[src/rtl/rf_pkg.sv]
// rf_pkg: shared defaults, types and helpers for the multi-port register file.
//   RF_XLEN / RF_NREGS / RF_PCNT_W : default data width, register count, pending-counter width
//   AW                             : address width for the default register count
//   RF_MAX_WR                      : widest write-port vector popcount() accepts
//   rf_addr_t / rf_data_t / pcnt_t : convenience types at the default sizes
//   popcount()                     : number of set bits, used for per-register release counts
package rf_pkg;

    localparam int unsigned RF_XLEN   = 32;
    localparam int unsigned RF_NREGS  = 32;
    localparam int unsigned RF_PCNT_W = 2;
    localparam int unsigned AW        = $clog2(RF_NREGS);
    localparam int unsigned RF_MAX_WR = 8;

    typedef logic [AW-1:0]        rf_addr_t;
    typedef logic [RF_XLEN-1:0]   rf_data_t;
    typedef logic [RF_PCNT_W-1:0] pcnt_t;

    function automatic int unsigned popcount(input logic [RF_MAX_WR-1:0] v);
        int unsigned n;
        n = 0;
        for (int i = 0; i < int'(RF_MAX_WR); i++) begin
            n += int'(v[i]);
        end
        return n;
    endfunction

endpackage

[src/rtl/rf_pend_ctr.sv]
// rf_pend_ctr: pending-write counter for one architectural register.
//   clk, aresetn : clock, asynchronous active-low reset (counter clears to 0)
//   inc          : one reservation accepted for this register this cycle
//   dec          : number of write ports releasing this register this cycle
//   cnt          : registered pending count
//   sat          : counter at its maximum, further reservations must be refused
//   underflow    : more releases than pending + inc this cycle (count clamps to 0)
module rf_pend_ctr #(
    parameter int unsigned PCNT_W = 2,
    parameter int unsigned DEC_W  = 2
) (
    input  logic              clk,
    input  logic              aresetn,
    input  logic              inc,
    input  logic [DEC_W-1:0]  dec,
    output logic [PCNT_W-1:0] cnt,
    output logic              sat,
    output logic              underflow
);

    logic [PCNT_W-1:0] cnt_q, cnt_d;
    int                sum;

    // Net change only: a reserve and a release in the same cycle never toggle busy.
    always_comb begin
        sum       = int'(cnt_q) + int'(inc) - int'(dec);
        underflow = 1'b0;
        cnt_d     = '0;
        if (sum < 0) begin
            underflow = 1'b1;
        end else begin
            cnt_d = sum[PCNT_W-1:0];
        end
    end

    always_ff @(posedge clk or negedge aresetn) begin
        if (!aresetn) begin
            cnt_q <= '0;
        end else begin
            cnt_q <= cnt_d;
        end
    end

    assign cnt = cnt_q;
    assign sat = (cnt_q == '1);

endmodule

[src/rtl/regfile_mp_sb.sv]
// regfile_mp_sb: multi-port integer register file with an in-order write scoreboard.
//   clk, aresetn       : clock, asynchronous active-low reset
//   rd_addr/rd_data    : NRD combinational read ports (port i at [i*AW +: AW] / [i*XLEN +: XLEN])
//   rd_busy            : addressed register has at least one pending write
//   rsv_en/rsv_addr    : issue-side reservation of a destination register
//   rsv_ready          : 0 when the pending counter of rsv_addr is saturated
//   wr_en/addr/data    : NWR write ports; each write also releases one pending write
//   sb_err             : sticky, a release hit a register with nothing pending
// Register 0 reads as zero and is never reserved or busy.
// Build option RF_BYPASS_EN: same-cycle write data is forwarded to the read ports and
// rd_busy drops when the final pending write is landing this cycle.
module regfile_mp_sb
    import rf_pkg::*;
#(
    parameter int unsigned XLEN   = RF_XLEN,
    parameter int unsigned NREGS  = RF_NREGS,
    parameter int unsigned NRD    = 2,
    parameter int unsigned NWR    = 2,
    parameter int unsigned PCNT_W = RF_PCNT_W,
    localparam int unsigned ADDR_W = $clog2(NREGS),
    localparam int unsigned DEC_W  = $clog2(NWR + 1)
) (
    input  logic                   clk,
    input  logic                   aresetn,
    input  logic [NRD*ADDR_W-1:0]  rd_addr,
    output logic [NRD*XLEN-1:0]    rd_data,
    output logic [NRD-1:0]         rd_busy,
    input  logic                   rsv_en,
    input  logic [ADDR_W-1:0]      rsv_addr,
    output logic                   rsv_ready,
    input  logic [NWR-1:0]         wr_en,
    input  logic [NWR*ADDR_W-1:0]  wr_addr,
    input  logic [NWR*XLEN-1:0]    wr_data,
    output logic                   sb_err
);

    logic [XLEN-1:0]   regs_q [NREGS];
    logic [PCNT_W-1:0] pcnt   [NREGS];
    logic [DEC_W-1:0]  dec_cnt [NREGS];
    logic [NREGS-1:0]  sat;
    logic [NREGS-1:0]  uf;
    logic              rsv_fire;
    logic              sb_err_q;

    // Register 0 has no counter: never busy, never saturated, never underflows.
    assign pcnt[0]    = '0;
    assign dec_cnt[0] = '0;
    assign sat[0]     = 1'b0;
    assign uf[0]      = 1'b0;

    assign rsv_ready = ~sat[rsv_addr];
    assign rsv_fire  = rsv_en & rsv_ready;

    for (genvar r = 1; r < int'(NREGS); r++) begin : g_ctr
        logic [NWR-1:0] hit;

        always_comb begin
            hit = '0;
            for (int j = 0; j < int'(NWR); j++) begin
                hit[j] = wr_en[j] && (wr_addr[j*ADDR_W +: ADDR_W] == ADDR_W'(r));
            end
        end

        assign dec_cnt[r] = DEC_W'(popcount(RF_MAX_WR'(hit)));

        rf_pend_ctr #(
            .PCNT_W (PCNT_W),
            .DEC_W  (DEC_W)
        ) u_ctr (
            .clk       (clk),
            .aresetn   (aresetn),
            .inc       (rsv_fire && (rsv_addr == ADDR_W'(r))),
            .dec       (dec_cnt[r]),
            .cnt       (pcnt[r]),
            .sat       (sat[r]),
            .underflow (uf[r])
        );
    end

    // Later ports overwrite earlier ones, so the highest port index wins a collision.
    always_ff @(posedge clk or negedge aresetn) begin
        if (!aresetn) begin
            for (int r = 0; r < int'(NREGS); r++) begin
                regs_q[r] <= '0;
            end
        end else begin
            for (int j = 0; j < int'(NWR); j++) begin
                if (wr_en[j] && (wr_addr[j*ADDR_W +: ADDR_W] != '0)) begin
                    regs_q[wr_addr[j*ADDR_W +: ADDR_W]] <= wr_data[j*XLEN +: XLEN];
                end
            end
        end
    end

    always_ff @(posedge clk or negedge aresetn) begin
        if (!aresetn) begin
            sb_err_q <= 1'b0;
        end else if (|uf) begin
            sb_err_q <= 1'b1;
        end
    end

    assign sb_err = sb_err_q;

    always_comb begin
        logic [ADDR_W-1:0] a;
        rd_data = '0;
        rd_busy = '0;
        for (int i = 0; i < int'(NRD); i++) begin
            a = rd_addr[i*ADDR_W +: ADDR_W];
            rd_data[i*XLEN +: XLEN] = regs_q[a];
            rd_busy[i]              = (pcnt[a] != '0);
`ifdef RF_BYPASS_EN
            for (int j = 0; j < int'(NWR); j++) begin
                if (wr_en[j] && (wr_addr[j*ADDR_W +: ADDR_W] == a) && (a != '0)) begin
                    rd_data[i*XLEN +: XLEN] = wr_data[j*XLEN +: XLEN];
                end
            end
            // Last outstanding write lands now: the consumer may proceed this cycle.
            if (int'(pcnt[a]) == int'(dec_cnt[a])) begin
                rd_busy[i] = 1'b0;
            end
`endif
        end
    end

endmodule

[config.mk]
export PLATFORM = sky130hd
export DESIGN_NAME = regfile_mp_sb
export DESIGN_NICKNAME = d
export VERILOG_FILES = /design/src/rtl/rf_pkg.sv /design/src/rtl/rf_pend_ctr.sv /design/src/rtl/regfile_mp_sb.sv
export SDC_FILE = /design/constraint.sdc
export NUM_CORES = 2
export LEC_CHECK = 0
export CAP_MARGIN = 10
export CORE_ASPECT_RATIO = 2
export CORE_MARGIN = 3
export CORE_UTILIZATION = 60
export CTS_CLUSTER_DIAMETER = 150
export DETAILED_ROUTE_END_ITERATION = 6
export MAX_ROUTING_LAYER = met4
export PLACE_DENSITY = 0.76
export SLEW_MARGIN = 15
export SYNTH_ARGS = -nofsm -noshare
export SYNTH_HDL_FRONTEND = slang
export SYNTH_SLANG_ARGS = --single-unit
[constraint.sdc]
create_clock -name clk -period 9.7 [get_ports clk]
set_input_delay 1.455 -clock clk [delete_from_list [all_inputs] [get_ports clk]]
set_output_delay 1.455 -clock clk [all_outputs]
set_load 0.01 [all_outputs]
**Word level (Yosys, flattened, before mapping)**

Cells that the tools add are included.
Widths: inputs -> output; s select.

- Equality and inequality tests: 124
- Reductions and logical operators: 102
- Bitwise operators: 6
- Muxes and demuxes: 84
- Magnitude comparators: 38
- Add/sub/neg operators: 93

Operators with widths:

| operator | number |
|---|---|
| $bwmux 1024 | 2 |
| $mux 1024 | 2 |
| $lt 32x1->1 const B | 31 |
| $sub 32x3->32 | 31 |
| $bmux 32 s5 | 2 |
| $demux 32 s5 | 2 |
| $eq 5x5->1 const B | 48 |
| $mux 32 | 6 |
| $eq 5x4->1 const B | 24 |
| $logic_and 1x1->1 | 97 |
| $add 2x1->3 | 31 |
| $mux 2 | 35 |
| $add 1x1->2 | 31 |
| $eq 2x2->1 const B | 31 |
| $eq 5x3->1 const B | 12 |
| $mux 1 | 32 |
| $reduce_or 31->1 | 1 |
| $eq 5x2->1 const B | 6 |
| $ge 6x6->1 const B | 4 |
| $not 5->6 | 4 |
| $bmux 2 s5 | 2 |
| $eq 5x1->1 const B | 3 |
| $lt 6x1->1 const B | 2 |
| $reduce_bool 5->1 | 2 |
| other kinds (5) | 6 |

- Input port bits: 94
- Register bits: 1087
- Output and inout bits: 68
- Word-level logic and storage cells: 511

**Longest topological paths before layout**

- Word-level depth: 11
- Gate-level depth with buffers: 14
- Gate-level depth less buffers: 13

**By module**

Synthesis repeated with hierarchy kept, for this count alone.

- Cells, all modules: 6856
- Area total of the unflattened synthesis: 70895.5 µm²

By module, submodules not included:

| module | cells each | instances | area an instance (µm²) | sequential area each (µm²) |
|---|---|---|---|---|
| regfile_mp_sb | 6298 | 1 | 65620.4 | 25649.6 |
| rf_pend_ctr | 18 | 31 | 170.2 | 50.0 |

**Worst setup path after synthesis**

No wires, ideal clock.

- Kind: input-to-reg
- Start: in rsv_addr[1]
- End: reg sb_err_q (netlist: sb_err)
- Path buffers: 1
- Arrival: 4.531 ns
- Stages: 14
- Setup slack: 5.029 ns
- Cells stage by stage: clkbuf_1 > inv_1 > mux4_2 > mux2_2 > nand2_1 > nor2_1 > ha_1 > inv_1 > fa_1 > or3_1 > a22o_1 > a221o_1 > nor4_1 > nand4_1

- Longest elaborated chain between the ends: 10

RTL lines:

| item | line | text |
|---|---|---|
| start, declared | regfile_mp_sb.sv:29 | `input logic [ADDR_W-1:0] rsv_addr,` |
| $bmux 1 s5 | regfile_mp_sb.sv:51 | `assign rsv_ready = ~sat[rsv_addr];` |
| $mux 1 (implied by the code) | regfile_mp_sb.sv:51 |  |
| $not 1->1 | regfile_mp_sb.sv:51 |  |
| $and 1x1->1 | regfile_mp_sb.sv:52 | `assign rsv_fire = rsv_en & rsv_ready;` |
| $logic_and 1x1->1 | regfile_mp_sb.sv:72 | `.inc (rsv_fire && (rsv_addr == ADDR_W'(r))),` |
| $add 2x1->3 | rf_pend_ctr.sv:26 | `sum = int'(cnt_q) + int'(inc) - int'(dec);` |
| $sub 32x3->32 | rf_pend_ctr.sv:26 |  |
| $lt 32x1->1 | rf_pend_ctr.sv:29 | `if (sum < 0) begin` |
| $mux 1 | rf_pend_ctr.sv:29 |  |
| $reduce_or 31->1 (*) | regfile_mp_sb.sv:98 | `end else if (\|uf) begin` |
| end signal, assigned | regfile_mp_sb.sv:97 | `sb_err_q <= 1'b0;` |
| end signal, assigned | regfile_mp_sb.sv:99 | `sb_err_q <= 1'b1;` |
| end, declared | regfile_mp_sb.sv:43 | `logic sb_err_q;` |

Every way passes the cells marked *; elsewhere a longest branch is shown, timed or not. The select of a mux whose other input is x is not followed.
A chain may end at the register's enable or synchronous reset.

**Final worst setup path**

- Start: in rd_addr[5]
- End: out rd_data[51]

- Longest elaborated chain between the ends: 4

RTL lines:

| item | line | text |
|---|---|---|
| start, declared | regfile_mp_sb.sv:25 | `input logic [NRD*ADDR_W-1:0] rd_addr,` |
| $not 5->6 (implied by the code) | regfile_mp_sb.sv:111 | `rd_data[i*XLEN +: XLEN] = regs_q[a];` |
| $bmux 32 s5 | regfile_mp_sb.sv:111 |  |
| $mux 32 (implied by the code) (2 in series) | regfile_mp_sb.sv:111 |  |
| end, declared | regfile_mp_sb.sv:26 | `output logic [NRD*XLEN-1:0] rd_data,` |

No other way between the ends. The select of a mux whose other input is x is not followed.

==> impl_metrics.json <==
{
  "finalHoldViolCount": 0,
  "clockBufferDepth": 3,
  "yosys-top-cells-count": "sky130_fd_sc_hd__dfrtp_1 (1087), sky130_fd_sc_hd__mux2i_1 (842), sky130_fd_sc_hd__nand2_1 (841)",
  "clk_transition_reported_paths_ns": 0.07,
  "clock_power_share_pct": 29.3,
  "timing.critical_path.arrival_ns": 5.20,
  "areaGrowthSynthToFinish_pct": 7.73,
  "grt_first_pass_wirelength_mm": 397,
  "gp_congestion": 1.01,
  "antenna_left": 0,
  "net-switching-power_uw": 4830,
  "seq_power_share_pct": 44.2,
  "yosys.area.top_type": "sky130_fd_sc_hd__dfrtp_1",
  "placement.setup.worst_slack_ns": 3.25,
  "clock_latency_at_the_later_pin_of_the_worst_skew_pair_ns": 0.76,
  "worst_path_max_delay_cell": "sky130_fd_sc_hd__a2111oi_0",
  "post_synthesis_net_count": 7046,
  "count_of_distinct_cell_types_in_the_synthesized_netlist": 66,
  "powerDensity_nw_per_um2": 201,
  "final.setup.tns_ns": 0,
  "holdWs_ns": 0.401,
  "first_global_vias": 59000,
  "post-synth-top-area-fraction_pct": 38.9,
  "timing.max_cap.violations": 0,
  "filler_cell_count": 8718,
  "critical_path.max_stage_delay_ns": 0.82,
  "final-setup-viol-count": 0,
  "p_comb_share_pct": 26.6,
  "drc": 0,
  "post_synth_edffs": 0,
  "power.internal_uw": 10300,
  "critPathKind": "primary input to output pin",
  "tritoncts": "yes",
  "post_cts_resized": 0,
  "drt_iter0_drc": 9458,
  "synthMostInstantiatedCell": "sky130_fd_sc_hd__dfrtp_1",
  "synth_ff_type": "sky130_fd_sc_hd__dfrtp_1",
  "timing.clock.skew_ns": 0.0140,
  "ys_seq_area_share_pct": 38.9,
  "cts_num_sinks": 1087,
  "average_cell_area_after_synthesis_um2": 10.3,
  "transition_time_at_the_pin_with_the_least_slew_margin_ns": 1.40,
  "worst-path-max-fanout": 48,
  "maxClockFrequency_mhz": 150,
  "floorplan.initialDensity_pct": 60.6,
  "grt_start_max_net_pins": 161,
  "swShare_pct": 31.9,
  "timing.critical_path.cells": "buf_8 > nand2_2 > buf_4 > o221ai_1 > o21ai_0 > a2111oi_0 > a21o_1 > clkdlybuf4s50_1",
  "route.vias.total": 60500,
  "multi_input_comb_area_um2": 39200,
  "io_pins": 162,
  "synthCells": 6797,
  "detailedRoute.firstPassIterationCount": 7,
  "dp_hpwl_mm": 158,
  "dieHeight_um": 489,
  "worst_hold_path_type": "register to register",
  "worst_setup_path_start_kind": "primary input",
  "grt_setup_unrepaired": "false",
  "synth-seq-cells": 1087,
  "yosys-top-cells-area": "sky130_fd_sc_hd__dfrtp_1 (39%), sky130_fd_sc_hd__mux4_2 (15%), sky130_fd_sc_hd__mux2i_1 (12%)",
  "num_rows": 176,
  "vias_per_cell": 7.48,
  "finalMaxSlewViolations": 0,
  "clk_root_buffer_cell": "sky130_fd_sc_hd__clkbuf_16",
  "totalPowerFinal_uw": 15100,
  "cp-end-kind": "output pin",
  "finalCritPeriodShare_pct": 68.7,
  "async_flop_share_pct": 100,
  "core_um2": 115000,
  "number_of_antenna_violations_at_the_first_check_in_global_routing": 30,
  "drt-total-wl_mm": 275,
  "fin_util_pct": 65.3,
  "run_status": "complete, no violations",
  "floorplan.die.width_um": 247,
  "ys_warnings": 0,
  "leakage_uw": 0.0333,
  "gr-total-overflow": 0,
  "rrSetupSlack_ns": 5.44,
  "avgRoutedWirePerCell_um": 34.0,
  "global_route.usage.total_pct": 46.9,
  "nets": 6700,
  "drive_gt1_share_pct": 13.5,
  "htree_levels": 3,
  "timing.slew.headroom_pct": 6.56,
  "buffer_ports.inserted": 161,
  "register_area_um2": 27200,
  "timing.final.ws_setup_ns": 3.04,
  "dieArea_um2": 121000,
  "cts_made_buffers": 99,
  "power.ir.vdd_worst_mv": 0.155,
  "finalCriticalPeriod_ns": 6.66,
  "worstPathRequired_ns": 8.25,
  "post_cts.repair.setup_buffers": 0,
  "synth_area_um2": 69900,
  "cts.hold.buffers_added": 0
}
==> area by class of cell <==
cell class,instances,area share [%]
diodes,42,0.140
inverters,143,0.719
repair buffers,318,3.79
well taps,1513,2.51
clock inverters,45,1.01
multi-input cells,4802,52.0
flip-flops and latches,1087,36.1
clock buffers,133,3.70
==> critical path: cells and delay by family <==
kind	cells	cell delay, ns
AND/OR/NAND/NOR	1	0.72
buffers and inverters	3	1.54
AO/OA/AOI/OAI	4	1.42
==> per-layer routing <==
metal | GRT usage [%] | share of wire (%) | routed length (µm)
met1 | 53.9 | 32 | 87300
met2 | 65.6 | 43 | 119000
met3 | 16.6 | 14 | 39500
met4 | 38.7 | 11 | 29200
met5 | - | 0 | 0
==> path summary, 6_finish.rpt <==
kind	startpoint	endpoint	cells past startpoint
min in group asynchronous	aresetn	regs_q[125]	1
max in group asynchronous	aresetn	regs_q[208]	3
worst max register to register	g_ctr[3].u_ctr.cnt[1]	sb_err	13
worst min register to register	regs_q[1008]	regs_q[1008]	0
worst max-delay path	rd_addr[5]	rd_data[51]	8
worst min-delay path	regs_q[1008]	regs_q[1008]	0
==> layout by cell type (no fill, tap or decap), drive strengths merged, types with 15 or more instances in the layout <==
cell type / instances
diode: 42
and2: 41
a21o: 32
mux4: 519
ha: 124
or3: 17
xnor2: 31
buf: 187
nor3: 34
bufinv: 17
o221ai: 33
o31a: 15
o21a: 31
o21ai: 485
clkdlybuf4s50: 131
a21oi: 453
nor2: 739
nand3: 24
a2bb2oi: 149
clkinv: 26
fa: 31
a211oi: 47
clkbuf: 133
mux2i: 842
a22oi: 31
a2111oi: 35
nand2: 842
inv: 142
a31oi: 156
dfrtp: 1087
==> flip-flops by register name, indices dropped and copies added (netlist names) <==
name	cells
sb_err	1
g_ctr.u_ctr.cnt	62
regs_q	1024
==> power by group through the flow <==
stage | clock, µW | sequential (µW) | combinational (µW)
final | 4420 | 6680 | 4010
after global routing | 4580 | 6760 | 4320
after CTS | 4410 | 6600 | 3960
after detailed placement | 0 | 6680 | 3940
after global placement | 0 | 6570 | 3810
after floorplan | 0 | 6330 | 2920
==> cells by family after synthesis <==
group           Yosys count  synth area share (%)
fa+ha+maj               155                  3.11
simple gates           1754                  9.99
mux                    1362                  29.1
xor+xnor                 31                 0.388
compound gates         1500                  12.9
flops                  1087                  38.9
buf+inv                 908                  5.55
==> stage by stage <==
stage,instances,instance area [µm²]
after floorplan,6797,69900
after global placement,7863,71800
after detailed placement,7863,71800
after CTS,8041,75300
after global routing,8072,75300
final,8083,75300
Note: power is estimated with default switching activity, not from simulation.
